[src/rtl/fpu_pkg.sv]
// ============================================================================
// Module   : fpu_pkg
// Desc     : Shared types and constants for the sequential FP add/sub unit.
// Revision : 1.0 - initial release
// ============================================================================
`default_nettype none

package fpu_pkg;

  typedef enum logic [2:0] {
    ST_IDLE  = 3'd0,
    ST_ALIGN = 3'd1,
    ST_ADD   = 3'd2,
    ST_NORM  = 3'd3,
    ST_ROUND = 3'd4,
    ST_DONE  = 3'd5
  } state_t;

  localparam int FLAG_INVALID   = 3;
  localparam int FLAG_OVERFLOW  = 2;
  localparam int FLAG_UNDERFLOW = 1;
  localparam int FLAG_INEXACT   = 0;

  localparam logic OP_ADD = 1'b0;
  localparam logic OP_SUB = 1'b1;

  // Canonical quiet NaN: sign 0, exponent all ones, fraction MSB only.
  function automatic logic [63:0] canonical_nan(input int exp_w, input int man_w);
    logic [63:0] v;
    v = '0;
    for (int i = 0; i < exp_w; i++) v[man_w + i] = 1'b1;
    v[man_w - 1] = 1'b1;
    return v;
  endfunction

endpackage

`default_nettype wire

[src/rtl/fpu_addsub_seq_if.sv]
// ============================================================================
// Module   : fpu_addsub_seq_if
// Desc     : Request/response handshake bundle for fpu_addsub_seq.
// Revision : 1.0 - initial release
// ============================================================================
`default_nettype none

interface fpu_addsub_seq_if #(
  parameter int EXP_W = 8,
  parameter int MAN_W = 23
);
  localparam int c_w = 1 + EXP_W + MAN_W;

  logic           in_valid;
  logic           in_ready;
  logic [c_w-1:0] a;
  logic [c_w-1:0] b;
  logic           op;
  logic           out_valid;
  logic           out_ready;
  logic [c_w-1:0] result;
  logic [3:0]     flags;

  modport master (
    output in_valid, a, b, op, out_ready,
    input  in_ready, out_valid, result, flags
  );

  modport slave (
    input  in_valid, a, b, op, out_ready,
    output in_ready, out_valid, result, flags
  );

endinterface

`default_nettype wire

[src/rtl/fpu_lzc.sv]
// ============================================================================
// Module   : fpu_lzc
// Desc     : Parametrised leading-zero counter over the normaliser significand.
// Revision : 1.0 - initial release
// ============================================================================
`default_nettype none

module fpu_lzc #(
  parameter int WIDTH = 27,
  parameter int CNT_W = $clog2(WIDTH + 1)
) (
  input  wire logic [WIDTH-1:0] value,
  output logic      [CNT_W-1:0] count
);

  // Highest set bit wins because it is visited last.
  always_comb begin
    count = CNT_W'(WIDTH);
    for (int i = 0; i < WIDTH; i++) begin
      if (value[i]) count = CNT_W'(WIDTH - 1 - i);
    end
  end

endmodule

`default_nettype wire

[src/rtl/fpu_addsub_seq.sv]
// ============================================================================
// Module   : fpu_addsub_seq
// Desc     : Multi-cycle IEEE-754 add/subtract, fixed 4-cycle latency.
//            FPU_ROUND_EN selects round-to-nearest-even; otherwise truncate.
// Revision : 1.0 - initial release
// ============================================================================
`default_nettype none

module fpu_addsub_seq
  import fpu_pkg::*;
#(
  parameter int EXP_W = 8,
  parameter int MAN_W = 23
) (
  input wire logic         clk,
  input wire logic         reset,
  fpu_addsub_seq_if.slave  bus
);

  localparam int c_w     = 1 + EXP_W + MAN_W;
  localparam int c_ext_w = MAN_W + 4;            // hidden, fraction, G, R, S
  localparam int c_sum_w = MAN_W + 5;            // plus carry
  localparam int c_sat   = MAN_W + 3;
  localparam int c_cnt_w = $clog2(c_ext_w + 1);
  localparam int c_e_w   = EXP_W + c_cnt_w + 1;  // signed working exponent
  localparam logic [EXP_W-1:0]        c_exp_ones = '1;
  localparam logic signed [c_e_w-1:0] c_exp_max  = c_e_w'((1 << EXP_W) - 1);
  localparam logic [c_w-1:0]          c_qnan     = c_w'(canonical_nan(EXP_W, MAN_W));

  state_t r_state, w_next;

  always_ff @(posedge clk) begin
    if (reset) r_state <= ST_IDLE;
    else       r_state <= w_next;
  end

  always_comb begin
    w_next = r_state;
    case (r_state)
      ST_IDLE:  if (bus.in_valid) w_next = ST_ALIGN;
      ST_ALIGN: w_next = ST_ADD;
      ST_ADD:   w_next = ST_NORM;
      ST_NORM:  w_next = ST_ROUND;
      ST_ROUND: w_next = ST_DONE;
      ST_DONE:  if (bus.out_ready) w_next = ST_IDLE;
      default:  w_next = ST_IDLE;
    endcase
  end

  // ---------------- capture-time decode and special values ----------------
  logic [EXP_W-1:0] w_a_exp, w_b_exp;
  logic [MAN_W-1:0] w_a_frac, w_b_frac;
  logic             w_b_sign;
  logic             w_a_nan, w_b_nan, w_a_snan, w_b_snan, w_a_inf, w_b_inf;
  logic             w_spec;
  logic [c_w-1:0]   w_spec_res;
  logic [3:0]       w_spec_flags;

  assign w_a_exp  = bus.a[c_w-2 -: EXP_W];
  assign w_b_exp  = bus.b[c_w-2 -: EXP_W];
  assign w_a_frac = bus.a[MAN_W-1:0];
  assign w_b_frac = bus.b[MAN_W-1:0];
  assign w_b_sign = bus.b[c_w-1] ^ (bus.op == OP_SUB);
  assign w_a_nan  = (w_a_exp == c_exp_ones) && (w_a_frac != '0);
  assign w_b_nan  = (w_b_exp == c_exp_ones) && (w_b_frac != '0);
  assign w_a_snan = w_a_nan && !w_a_frac[MAN_W-1];
  assign w_b_snan = w_b_nan && !w_b_frac[MAN_W-1];
  assign w_a_inf  = (w_a_exp == c_exp_ones) && (w_a_frac == '0);
  assign w_b_inf  = (w_b_exp == c_exp_ones) && (w_b_frac == '0);

  always_comb begin
    w_spec       = 1'b0;
    w_spec_res   = '0;
    w_spec_flags = '0;
    if (w_a_nan || w_b_nan) begin
      w_spec                     = 1'b1;
      w_spec_res                 = c_qnan;
      w_spec_flags[FLAG_INVALID] = w_a_snan || w_b_snan;
    end else if (w_a_inf && w_b_inf && (bus.a[c_w-1] != w_b_sign)) begin
      w_spec                     = 1'b1;
      w_spec_res                 = c_qnan;
      w_spec_flags[FLAG_INVALID] = 1'b1;
    end else if (w_a_inf) begin
      w_spec     = 1'b1;
      w_spec_res = bus.a;
    end else if (w_b_inf) begin
      w_spec     = 1'b1;
      w_spec_res = {w_b_sign, bus.b[c_w-2:0]};
    end
  end

  // ---------------- datapath registers ----------------
  logic               r_sa, r_sb, r_sign, r_zsign, r_sub, r_spec, r_zero, r_uflow;
  logic [EXP_W-1:0]   r_ea, r_eb, r_exp;
  logic [MAN_W-1:0]   r_fa, r_fb;
  logic [c_w-1:0]     r_spec_res, r_result;
  logic [3:0]         r_spec_flags, r_flags;
  logic [c_ext_w-1:0] r_x, r_y, r_nsig;
  logic [c_sum_w-1:0] r_sum;
  logic signed [c_e_w-1:0] r_nexp;

  // Align: larger magnitude goes to x, smaller is shifted with sticky collection.
  logic               w_swap;
  logic [EXP_W-1:0]   w_big_e, w_sml_e;
  logic [c_ext_w-1:0] w_big_sig, w_sml_sig, w_shifted, w_aligned;
  logic [31:0]        w_diff, w_sh;
  logic               w_lost;

  assign w_swap    = {r_eb, r_fb} > {r_ea, r_fa};
  assign w_big_e   = w_swap ? r_eb : r_ea;
  assign w_sml_e   = w_swap ? r_ea : r_eb;
  assign w_big_sig = {w_big_e != '0, (w_swap ? r_fb : r_fa), 3'b000};
  assign w_sml_sig = {w_sml_e != '0, (w_swap ? r_fa : r_fb), 3'b000};
  assign w_diff    = 32'(w_big_e) - 32'(w_sml_e);
  assign w_sh      = (w_diff > 32'(c_sat)) ? 32'(c_sat) : w_diff;
  assign w_shifted = w_sml_sig >> w_sh;
  assign w_lost    = |(w_sml_sig & ~({c_ext_w{1'b1}} << w_sh));
  assign w_aligned = {w_shifted[c_ext_w-1:1], w_shifted[0] | w_lost};

  // Normalise.
  logic [c_cnt_w-1:0]      w_lz;
  logic [c_ext_w-1:0]      w_nsig;
  logic signed [c_e_w-1:0] w_nexp;

  fpu_lzc #(.WIDTH(c_ext_w), .CNT_W(c_cnt_w)) u_lzc (
    .value (r_sum[c_ext_w-1:0]),
    .count (w_lz)
  );

  always_comb begin
    if (r_sum[c_sum_w-1]) begin
      w_nsig = {r_sum[c_sum_w-1:2], r_sum[1] | r_sum[0]};
      w_nexp = c_e_w'(r_exp) + c_e_w'(1);
    end else begin
      w_nsig = r_sum[c_ext_w-1:0] << w_lz;
      w_nexp = c_e_w'(r_exp) - c_e_w'(w_lz);
    end
  end

  // Round and pack.
  logic                    w_up, w_inexact, w_ovf;
  logic [MAN_W+1:0]        w_mant;
  logic [MAN_W-1:0]        w_frac;
  logic signed [c_e_w-1:0] w_rexp;
  logic [c_w-1:0]          w_res;
  logic [3:0]              w_flags;

`ifdef FPU_ROUND_EN
  assign w_up = r_nsig[2] & (r_nsig[1] | r_nsig[0] | r_nsig[3]);
`else
  assign w_up = 1'b0;
`endif
  assign w_inexact = |r_nsig[2:0];
  assign w_mant    = {1'b0, r_nsig[c_ext_w-1:3]} + (MAN_W+2)'(w_up);
  assign w_frac    = w_mant[MAN_W+1] ? w_mant[MAN_W:1] : w_mant[MAN_W-1:0];
  assign w_rexp    = r_nexp + c_e_w'(w_mant[MAN_W+1]);
  assign w_ovf     = !w_rexp[c_e_w-1] && (w_rexp >= c_exp_max);

  always_comb begin
    w_res   = '0;
    w_flags = '0;
    if (r_spec) begin
      w_res   = r_spec_res;
      w_flags = r_spec_flags;
    end else if (r_zero) begin
      w_res = {r_zsign, {(c_w-1){1'b0}}};
    end else if (r_uflow) begin
      w_res                     = {r_sign, {(c_w-1){1'b0}}};
      w_flags[FLAG_UNDERFLOW]   = 1'b1;
      w_flags[FLAG_INEXACT]     = 1'b1;
    end else if (w_ovf) begin
`ifdef FPU_ROUND_EN
      w_res = {r_sign, c_exp_ones, {MAN_W{1'b0}}};
`else
      w_res = {r_sign, c_exp_ones - EXP_W'(1), {MAN_W{1'b1}}};
`endif
      w_flags[FLAG_OVERFLOW] = 1'b1;
      w_flags[FLAG_INEXACT]  = 1'b1;
    end else begin
      w_res                 = {r_sign, w_rexp[EXP_W-1:0], w_frac};
      w_flags[FLAG_INEXACT] = w_inexact;
    end
  end

  always_ff @(posedge clk) begin
    case (r_state)
      ST_IDLE: if (bus.in_valid) begin
        r_sa         <= bus.a[c_w-1];
        r_sb         <= w_b_sign;
        r_ea         <= w_a_exp;
        r_eb         <= w_b_exp;
        r_fa         <= (w_a_exp == '0) ? '0 : w_a_frac;
        r_fb         <= (w_b_exp == '0) ? '0 : w_b_frac;
        r_spec       <= w_spec;
        r_spec_res   <= w_spec_res;
        r_spec_flags <= w_spec_flags;
      end
      ST_ALIGN: begin
        r_x     <= w_big_sig;
        r_y     <= w_aligned;
        r_exp   <= w_big_e;
        r_sign  <= w_swap ? r_sb : r_sa;
        r_zsign <= r_sa & r_sb;
        r_sub   <= r_sa ^ r_sb;
      end
      ST_ADD: begin
        r_sum <= r_sub ? ({1'b0, r_x} - {1'b0, r_y}) : ({1'b0, r_x} + {1'b0, r_y});
      end
      ST_NORM: begin
        r_nsig  <= w_nsig;
        r_nexp  <= w_nexp;
        r_zero  <= (r_sum == '0);
        r_uflow <= w_nexp[c_e_w-1] || (w_nexp == '0);
      end
      default: ;
    endcase
  end

  always_ff @(posedge clk) begin
    if (reset) begin
      r_result <= '0;
      r_flags  <= '0;
    end else if (r_state == ST_ROUND) begin
      r_result <= w_res;
      r_flags  <= w_flags;
    end
  end

  assign bus.in_ready  = (r_state == ST_IDLE);
  assign bus.out_valid = (r_state == ST_DONE);
  assign bus.result    = r_result;
  assign bus.flags     = r_flags;

endmodule

`default_nettype wire

[src/flat_wrapper.sv]
// flat-port wrapper written by rule: the top's interface ports become plain ports
module fpu_addsub_seq_flat import fpu_pkg::*;
#(
  parameter int EXP_W = 8,
  parameter int MAN_W = 23
)
  (clk, reset, bus_in_valid, bus_a, bus_b, bus_op, bus_out_ready, bus_in_ready, bus_out_valid, bus_result, bus_flags);
  fpu_addsub_seq_if #(.EXP_W(EXP_W), .MAN_W(MAN_W)) bus_i ();
  input wire logic clk;
  input wire logic reset;
  input wire logic [$bits(bus_i.in_valid)-1:0] bus_in_valid;
  input wire logic [$bits(bus_i.a)-1:0] bus_a;
  input wire logic [$bits(bus_i.b)-1:0] bus_b;
  input wire logic [$bits(bus_i.op)-1:0] bus_op;
  input wire logic [$bits(bus_i.out_ready)-1:0] bus_out_ready;
  output wire logic [$bits(bus_i.in_ready)-1:0] bus_in_ready;
  output wire logic [$bits(bus_i.out_valid)-1:0] bus_out_valid;
  output wire logic [$bits(bus_i.result)-1:0] bus_result;
  output wire logic [$bits(bus_i.flags)-1:0] bus_flags;
  assign bus_i.in_valid = bus_in_valid;
  assign bus_i.a = bus_a;
  assign bus_i.b = bus_b;
  assign bus_i.op = bus_op;
  assign bus_i.out_ready = bus_out_ready;
  assign bus_in_ready = bus_i.in_ready;
  assign bus_out_valid = bus_i.out_valid;
  assign bus_result = bus_i.result;
  assign bus_flags = bus_i.flags;
  fpu_addsub_seq #(.EXP_W(EXP_W), .MAN_W(MAN_W)) u_core (.clk(clk), .reset(reset), .bus(bus_i));
endmodule
[config.mk]
export PLATFORM = sky130hd
export DESIGN_NAME = fpu_addsub_seq_flat
export DESIGN_NICKNAME = d
export VERILOG_FILES = /design/src/rtl/fpu_pkg.sv /design/src/rtl/fpu_addsub_seq_if.sv /design/src/rtl/fpu_lzc.sv /design/src/rtl/fpu_addsub_seq.sv /design/src/flat_wrapper.sv
export SDC_FILE = /design/constraint.sdc
export NUM_CORES = 1
export LEC_CHECK = 0
export CAP_MARGIN = 10
export CORE_MARGIN = 2
export CORE_UTILIZATION = 45
export CTS_CLUSTER_DIAMETER = 200
export DETAILED_ROUTE_END_ITERATION = 12
export GPL_ROUTABILITY_DRIVEN = 0
export SYNTH_ARGS = -nofsm -noshare
export SYNTH_HDL_FRONTEND = slang
export SYNTH_SLANG_ARGS = --single-unit
[constraint.sdc]
create_clock -name clk -period 8.23 [get_ports clk]
set_input_delay 1.646 -clock clk [delete_from_list [all_inputs] [get_ports clk]]
set_output_delay 1.646 -clock clk [all_outputs]
set_load 0.03 [all_outputs]
==> flow_summary.toml, run 1 <==
[outcome]
status = "finished, final reports clean"

[critical_path]
crit_path_cell_trace = "ha_1 > a211oi_1 > nor2_1 > o311ai_1 > nand4b_1 > nand2_1 > mux2i_1 > ha_1 > inv_1 > nand3_1 > a221oi_1 > or4_4 > nor3_4 > a211o_1 > or2_1 > and4_1 > o21ai_1 > a21o_1 > a2111oi_0 > and3_1 > a32oi_1"
cpPeakStageDelay_ps = 850
slowest_stage = "and4_1"
cp_top_family = "simple AND/OR/NAND/NOR gates"
startpoint_type = "flip-flop"
crit_top_cell = "ha_1"
path_max_fanout = 24
cp.arrival_ps = 7430
criticalPathCategory = "flip-flop to flip-flop"
worstPathRequired_ps = 8510
critical_path_buf_inv_count = 1
worstSetupEndpointType = "flip-flop"
worstRegToRegCells = 21
worstSetupPathDepth = 21

[sta]
rsz0062_at_grt = "false"
worst_pin_slew_ps = 1070
max_freq_mhz = 139.8
relSlewSlack = 0.2852
period_share = 0.8690
fin_skew_ps = 9.522
finalCriticalPeriod_ps = 7152
timing.final.ws_setup_ps = 1078
maxSlewViolCount = 0
tns_ps = 0
finalSetupViolations = 0
hold_violations = 0

[job]
max_cap_viol_count = 0

[die]
io_pins = 107
fp.dieArea_um2 = 39790
start_util = 0.4565
die_width_um = 199.5
die_h_um = 199.5
fp-row-count = 71
core_area_um2 = 37670

[pwr]
powerDensity_nw_per_um2 = 245.9
p_leak_nw = 7.528
irDropWorstVdd_uv = 170.3

[synth]
ys_warn_count = 0
synth-adder-area-share = 0.06636
synth_xor_xnor_area_share = 0.01994
netlist_area_um2 = 17200
synth_cell_types = 95
postSynthCellCount = 1822
ys_seq_area_frac = 0.4401
synthMuxAreaShare = 0.05523
synth_seq_cells = 265
synthSimpleGateAreaFrac = 0.1847
ys.flop_type = "edfxtp_1"
synth_edf_count = 226
synth_compound_area_frac = 0.1853
synth_top_family_by_area = "compound AO/OA/AOI/OAI gates"
async_flop_share = 0
postSynthAreaPerCell_um2 = 9.438

[drt]
via_per_inst = 5.965
vias = 14542
ant_nets = 0
firstDrtPassIters = 7
drcViolationCount = 0
drtIter0Drc = 1349
detail_route.wirelength_um = 47660
drt-wirelength-per-cell_um = 19.55

[cts]
hold_buffers = 0
numClockSinks = 265
cts_buffers = 29
cts_buffer_depth = 3
clk_pin_slew_worst_paths_ps = 60
cts-resized-gates = 0
cts_tree = "done"
root_buffer = "clkbuf_16"
clk_latency_ps = 560
htree_levels = 1
cts_setup_buffers = 0

[global_routing]
grt_pass1_wl_um = 74180
grt_max_degree = 75
grt_pass1_vias = 13501
grt_use_total = 0.2370
overflow = 0
antenna_found_initial = 0

[final_layout]
layout_commonest_cell = "edfxtp_1"
drive_above_1_share = 0.06020
nFillCells = 3514
finalNetCount = 2063
area_growth_pct = 14.77
num_antenna_cells = 0
final_cell_mix = "226 x edfxtp_1, 167 x nand2_1, 161 x nor2_1, 131 x a21oi_1, 111 x o21ai_0"

[placed_design]
hpwl_um = 36030
port_buffers = 106
dp_slack_ps = 1361

[min_path]
hold_depth = 2
hold_path.class = "flip-flop to flip-flop"
## area by class of cell
cell class              instances  area [um2]  area share
clock inverters                16       135.1    0.006847
flip-flops and latches        265        7567      0.3834
clock buffers                  38       864.6     0.04381
well taps                     511       639.4     0.03240
inverters                     110       412.9     0.02092
multi-input cells            1374        8920      0.4520
repair buffers                124        1196     0.06061
## layer usage
metal,GRT usage,wire length [um],up-vias
li1,-,-,6918
met1,0.3197,20680,6898
met2,0.3918,22340,605
met3,0.03460,2975,121
met4,0.07846,1667,0
met5,0,0,-
## sequential cells by signal, summed over array words and instances, names as in the netlist, 4 cells and up
signal and cells:
u_core.bus.result 32, u_core.r_fa 23, u_core.r_ea 8, u_core.r_nexp 10, u_core.bus.flags 4, u_core.r_nsig 26, u_core.r_exp 8, u_core.r_x 24
u_core.r_fb 23, u_core.r_y 27, u_core.r_eb 8, u_core.r_spec_res 32, u_core.r_sum 28
## kinds of logic after synthesis
logic type | count (synthesis)
muxes | 91
xor gates and xnor gates | 37
AOI/OAI and AO/OA | 486
DFF | 265
and+or+nand+nor | 648
buffers and inverters | 204
adders and majority gates | 90
other | 1
## power by group
part	internal, mW	switching [mW]	leakage [nW]
clock network	0.801	0.528	0.492
logic	0.604	1.13	4.61
registers	1.67	0.117	2.43
total	3.08	1.78	7.53
## worst reg2reg max path, cell delays in order, from the launching register on
cell and delay (ps):
edfxtp_1 430, ha_1 330, a211oi_1 220, nor2_1 100, o311ai_1 590, nand4b_1 590
nand2_1 280, mux2i_1 220, ha_1 270, inv_1 80, nand3_1 110, a221oi_1 90
or4_4 560, nor3_4 370, a211o_1 260, or2_1 220, and4_1 850, o21ai_1 150
a21o_1 200, a2111oi_0 620, and3_1 250, a32oi_1 70
## worst paths after layout
check,start,end,slack [ps]
setup / recovery,u_core.r_fb[4],u_core.r_y[0],1080
hold / removal,u_core.bus.flags[1],u_core.bus.flags[1],460
setup reg to reg,u_core.r_fb[4],u_core.r_y[0],1080
hold reg to reg,u_core.bus.flags[1],u_core.bus.flags[1],460
## cells in the mapped netlist, drive strengths merged (7+ instances only)
cell type / instances / area, um2
edfxtp: 226 / 6787
nand2: 169 / 644.4
nor2: 164 / 618.1
a21oi: 132 / 664.4
o21ai: 122 / 610.6
inv: 107 / 401.6
ha: 88 / 1101
nor3: 81 / 416.7
mux2i: 78 / 780.8
clkbuf: 66 / 247.7
and2: 56 / 350.3
nand3: 41 / 210.2
a221oi: 40 / 356.6
dfxtp: 39 / 780.8
buf: 28 / 168.9
nor4: 28 / 196.4
xnor2: 25 / 237.7
nand4: 23 / 158.9
a211oi: 17 / 127.6
a21o: 15 / 112.6
and3: 15 / 93.84
o31ai: 15 / 112.6
nand2b: 14 / 87.58
a22oi: 13 / 102.6
a31oi: 13 / 81.33
nor2b: 13 / 81.33
o211ai: 13 / 97.59
or3: 12 / 75.07
xor2: 12 / 105.1
mux2: 11 / 123.9
o21bai: 11 / 82.58
or2: 10 / 62.56
a21boi: 8 / 63.81
o221ai: 8 / 70.07
o22ai: 8 / 50.05
or4: 7 / 56.30
## per-stage QoR
step           instances  area, um2  hold slack, ps  power, mW    util
5_1_grt             2438      19740           499.1      5.105  0.5240
4_1_cts             2438      19740           472.5      4.848  0.5240
3_3_place_gp        2384      18740           457.1      3.494  0.4974
2_1_floorplan       1843      17270           477.4      3.021       -
6_report            2438      19740           463.7      4.853  0.5240
3_5_place_dp        2384      18740           464.9      3.505  0.4974
No activity file was read; power rests on OpenSTA's default activity.
==> run 2, diff against run 1 <==
- CORE_ASPECT_RATIO: unset -> 0.7
- GPL_ROUTABILITY_DRIVEN: 0 -> unset
- SKIP_LAST_GASP: unset -> 1
==> run 2 against run 1 <==
Compared with the run above:
- final area decreased by 0.51%
- largest power group unchanged
- utilization increased by 0.067 points
- clock power decreased by 5%
==> flow_summary.toml, run 2 (synthesized netlist as in run 1, its figures left out) <==
[cts]
cts_tree = "done"
clk_latency_ps = 580
cts_setup_buffers = 0
cts_buffer_depth = 3
cts-resized-gates = 0
hold_buffers = 0
clk_pin_slew_worst_paths_ps = 60
cts_buffers = 29
root_buffer = "clkbuf_16"
numClockSinks = 265
htree_levels = 1

[min_path]
hold_path.class = "flip-flop to flip-flop"

[outcome]
status = "finished, final reports clean"

[global_routing]
overflow = 0
grt-busiest-layer = "met1"
use_met3 = 0.1032
grt_pass1_vias = 13882
antenna_found_initial = 2
grt_use_total = 0.2688
use_met1 = 0.4050
met2_usage = 0.3611
grt_pass1_wl_um = 82590
grt_max_degree = 63

[critical_path]
slowest_stage = "and4_1"
criticalPathCategory = "flip-flop to flip-flop"
crit_path_cell_trace = "ha_1 > a211oi_1 > nor2_1 > o311ai_1 > nand4b_1 > nand2_1 > mux2i_1 > ha_1 > inv_1 > nand3_1 > a221oi_1 > or4_4 > nor3_4 > a211o_1 > or2_1 > and4_1 > o21ai_1 > a21o_1 > a2111oi_0 > and3_1 > a32oi_1"
worstSetupEndpointType = "flip-flop"
path_max_fanout = 24
cpPeakStageDelay_ps = 860
startpoint_type = "flip-flop"
cp.arrival_ps = 7310
crit_top_cell = "ha_1"
worstPathRequired_ps = 8540

[final_layout]
fin_util = 0.5246
multi_input_area_um2 = 8920
num_antenna_cells = 0
area_growth_pct = 14.19
drive_above_1_share = 0.06166
nFillCells = 3441
design_area_um2 = 19640
final_cell_mix = "226 x edfxtp_1, 167 x nand2_1, 161 x nor2_1, 131 x a21oi_1, 111 x o21ai_0"
regArea_um2 = 7567
finalNetCount = 2066
layout_commonest_cell = "edfxtp_1"

[die]
start_util = 0.4594
core_area_um2 = 37430
fp-row-count = 59
io_pins = 107
die_h_um = 167.6
die_width_um = 237.6
fp.dieArea_um2 = 39820

[sta]
fin_skew_ps = 19.90
finalCriticalPeriod_ps = 6994
fin_hold_ws_ps = 455.1
finalSetupViolations = 0
max_freq_mhz = 143.0
tns_ps = 0
worst_pin_slew_ps = 1091
hold_violations = 0
maxSlewViolCount = 0
period_share = 0.8499
rsz0062_at_grt = "false"
relSlewSlack = 0.2726

[drt]
ant_nets = 0
detail_route.wirelength_um = 53880
via_per_inst = 6.069
drtIter0Drc = 1250
drt-wirelength-per-cell_um = 22.28
vias = 14675
drcViolationCount = 0
firstDrtPassIters = 6

[placed_design]
port_buffers = 106
place_area_um2 = 18730
gp_congestion = 0.9557
hpwl_um = 41070

[pwr]
finalPower_mw = 4.866
irDropWorstVdd_uv = 207.5
p_leak_nw = 7.487
powerDensity_nw_per_um2 = 247.8

[job]
max_cap_viol_count = 0
==> run 2: cell types whose count changed in the layout (fill, tap and decap cells not counted), sizes merged <==
cell / delta
buf: +3
bufinv: -1
clkbuf: -7
clkinv: +3
clkinvlp: +3
inv: +2
==> run 2: worst paths after layout <==
check	slack (ps)	from	cells past startpoint	endpoint
worst max-delay path	1240	u_core.r_fb[4]	21	u_core.r_y[0]
worst min-delay path	460	u_core.bus.flags[3]	2	u_core.bus.flags[3]
worst min register to register	460	u_core.bus.flags[3]	2	u_core.bus.flags[3]
worst max register to register	1240	u_core.r_fb[4]	21	u_core.r_y[0]
==> run 2: cell type report <==
class                           count  area share
Inverter                          110     0.02103
Timing Repair Buffer              127     0.06207
Sequential cell                   265      0.3854
Multi-Input combinational cell   1374      0.4543
Clock inverter                     23    0.008794
Clock buffer                       31     0.03734
Tap cell                          488     0.03110
==> run 2: critical path, delay by kind of cell, from the launching register on <==
family	cells	cell delay (ps)
AND/OR/NAND/NOR	9	3440
multiplexers	1	220
AO/OA/AOI/OAI	8	1930
buffers and inverters	1	80
adder cells (fa/ha/maj)	2	610
flip-flops	1	440
==> run 2: metrics by stage <==
| stage | cells | worst slack, ps |
|---|---|---|
| after floorplan | 1843 | 2155 |
| after global placement | 2364 | 1539 |
| after detailed placement | 2364 | 1385 |
| after CTS | 2418 | 1394 |
| after global routing | 2418 | 814.3 |
| final | 2418 | 1236 |
==> run 2: where the power goes <==
group	internal (mW)	switching, mW
clock	0.685	0.576
sequential	1.67	0.129
combinational	0.610	1.19
total	2.97	1.90
==> run 2: routing by layer <==
metal / part of all wire / vias to the layer above / wire (um)
met5: 0 / - / 0
met4: 0.018 / 0 / 989
met3: 0.12 / 64 / 6266
met2: 0.39 / 604 / 20760
met1: 0.48 / 7071 / 25860
li1: - / 6936 / -
==> run 3, diff against run 2 <==
- clock period: 8.23 -> 7.1 ns (I/O delays scaled with it)
==> run 3 against run 2 <==
Compared with the run above:
- sequential cell count did not move
- final area increased by 0.41%
- total power grew 17%
- register-to-register slack got worse by 650 ps
- non-clock buffer count grew 7
- sequential share of layout area shrank 0.16 points
- critical path depth unchanged
- count of clock-buffer cells in the layout is 3 higher
- die area did not move
- critical path type unchanged
- largest power group is now combinational logic
==> flow_summary.toml, run 3 (synthesized netlist as in run 1, its figures left out) <==
[outcome]
status = "finished, final reports clean"

[critical_path]
cp.arrival_ps = 6830
cpPeakStageDelay_ps = 690
worstSetupEndpointType = "flip-flop"
slowest_stage = "ha_1"
crit_path_cell_trace = "ha_1 > nand3_1 > nor4_4 > a21boi_2 > a21o_1 > nand2_1 > mux2i_1 > ha_1 > inv_1 > nand3_1 > a221oi_1 > or4_4 > nor3_4 > a211o_1 > o2111ai_2 > nor2_2 > a21oi_1 > o21ai_0 > and3_1 > o221ai_1 > a21boi_1"
path_max_fanout = 14
criticalPathCategory = "flip-flop to flip-flop"
startpoint_type = "flip-flop"
worstPathRequired_ps = 7420

[sta]
worst_pin_slew_ps = 1083
hold_violations = 0
fin_skew_ps = 20.51
finalSetupViolations = 0
timing.final.ws_setup_ps = 587.4
period_share = 0.9173
finalCriticalPeriod_ps = 6513
max_freq_mhz = 153.5
rsz0062_at_grt = "false"
maxSlewViolCount = 0
tns_ps = 0
relSlewSlack = 0.2761
fin_hold_ws_ps = 458.2

[final_layout]
nFillCells = 3363
area_growth_pct = 14.66
finalNetCount = 2072
layout_commonest_cell = "edfxtp_1"
final_cell_mix = "226 x edfxtp_1, 167 x nand2_1, 161 x nor2_1, 131 x a21oi_1, 111 x o21ai_0"
drive_above_1_share = 0.06512
num_antenna_cells = 0
final_cells = 2423

[die]
start_util = 0.4594
fp.dieArea_um2 = 39820
die_width_um = 237.6
io_pins = 107
fp-row-count = 59
die_h_um = 167.6
core_area_um2 = 37430

[pwr]
powerDensity_nw_per_um2 = 288.3
irDropWorstVdd_uv = 186.1
p_leak_nw = 7.530

[global_routing]
antenna_found_initial = 0
overflow = 0
grt_use_total = 0.2697
grt_pass1_wl_um = 82850
grt_max_degree = 63
grt_pass1_vias = 13472

[drt]
firstDrtPassIters = 6
wl_met3_um = 5640
vias = 14690
via_per_inst = 6.063
wl_met2_um = 20750
detail_route.wirelength_um = 54180
drtIter0Drc = 1440
ant_nets = 0
routedLengthMet1_um = 26920
drcViolationCount = 0
drt-wirelength-per-cell_um = 22.36
top_layer_used = "met4"

[placed_design]
place_inst = 2371
dp_slack_ps = 851.6
hpwl_um = 41060
gp_congestion = 0.9485
port_buffers = 106

[cts]
numClockSinks = 265
clk_pin_slew_worst_paths_ps = 70
htree_levels = 1
clk_latency_ps = 590
cts-resized-gates = 0
root_buffer = "clkbuf_16"
cts_buffer_depth = 3
cts_tree = "done"
cts_buffers = 28
hold_buffers = 0
cts_setup_buffers = 0

[min_path]
hold_path.class = "flip-flop to flip-flop"

[job]
max_cap_viol_count = 0
## run 3: critical path, delay by kind of cell, from the launching register on
kind / cells / cell delay [ps]
muxes: 1 / 220
AOI/OAI and AO/OA: 9 / 2100
adders and majority gates: 2 / 960
DFF: 1 / 460
and+or+nand+nor: 8 / 2390
buffers and inverters: 1 / 80
## run 3: power by group
part,switching (mW),internal (mW),leakage [nW]
Combinational,1.39,0.717,4.66
Sequential,0.150,1.94,2.43
Clock,0.659,0.834,0.445
## run 3: worst paths after layout
check                       from                   to  slack [ps]  cells past startpoint
min reg2reg  u_core.bus.flags[1]  u_core.bus.flags[1]         460                      2
min          u_core.bus.flags[1]  u_core.bus.flags[1]         460                      2
max reg2reg       u_core.r_eb[0]        u_core.r_y[2]         590                     21
max               u_core.r_eb[0]        u_core.r_y[2]         590                     21
## run 3: cell type report
class                   instances  area [um2]  share of cell area
repair buffers                134        1271             0.06448
clock buffers                  34       753.2             0.03820
clock inverters                18       181.4            0.009202
multi-input cells            1374        8920              0.4524
flip-flops and latches        265        7567              0.3838
inverters                     110       412.9             0.02094
well taps                     488       610.6             0.03097
## run 3: stage by stage
stage	instance area [um2]	util	power, mW
after floorplan	17270	-	3.502
after global placement	18780	0.5018	4.159
after detailed placement	18780	0.5018	4.149
after CTS	19720	0.5268	5.653
after global routing	19720	0.5268	5.970
final	19720	0.5268	5.684
## run 3: routing by layer
metal,up-vias,global-route usage
li1,6956,-
met1,7041,0.4298
met2,617,0.3620
met3,76,0.07451
met4,0,0.04348
met5,-,0
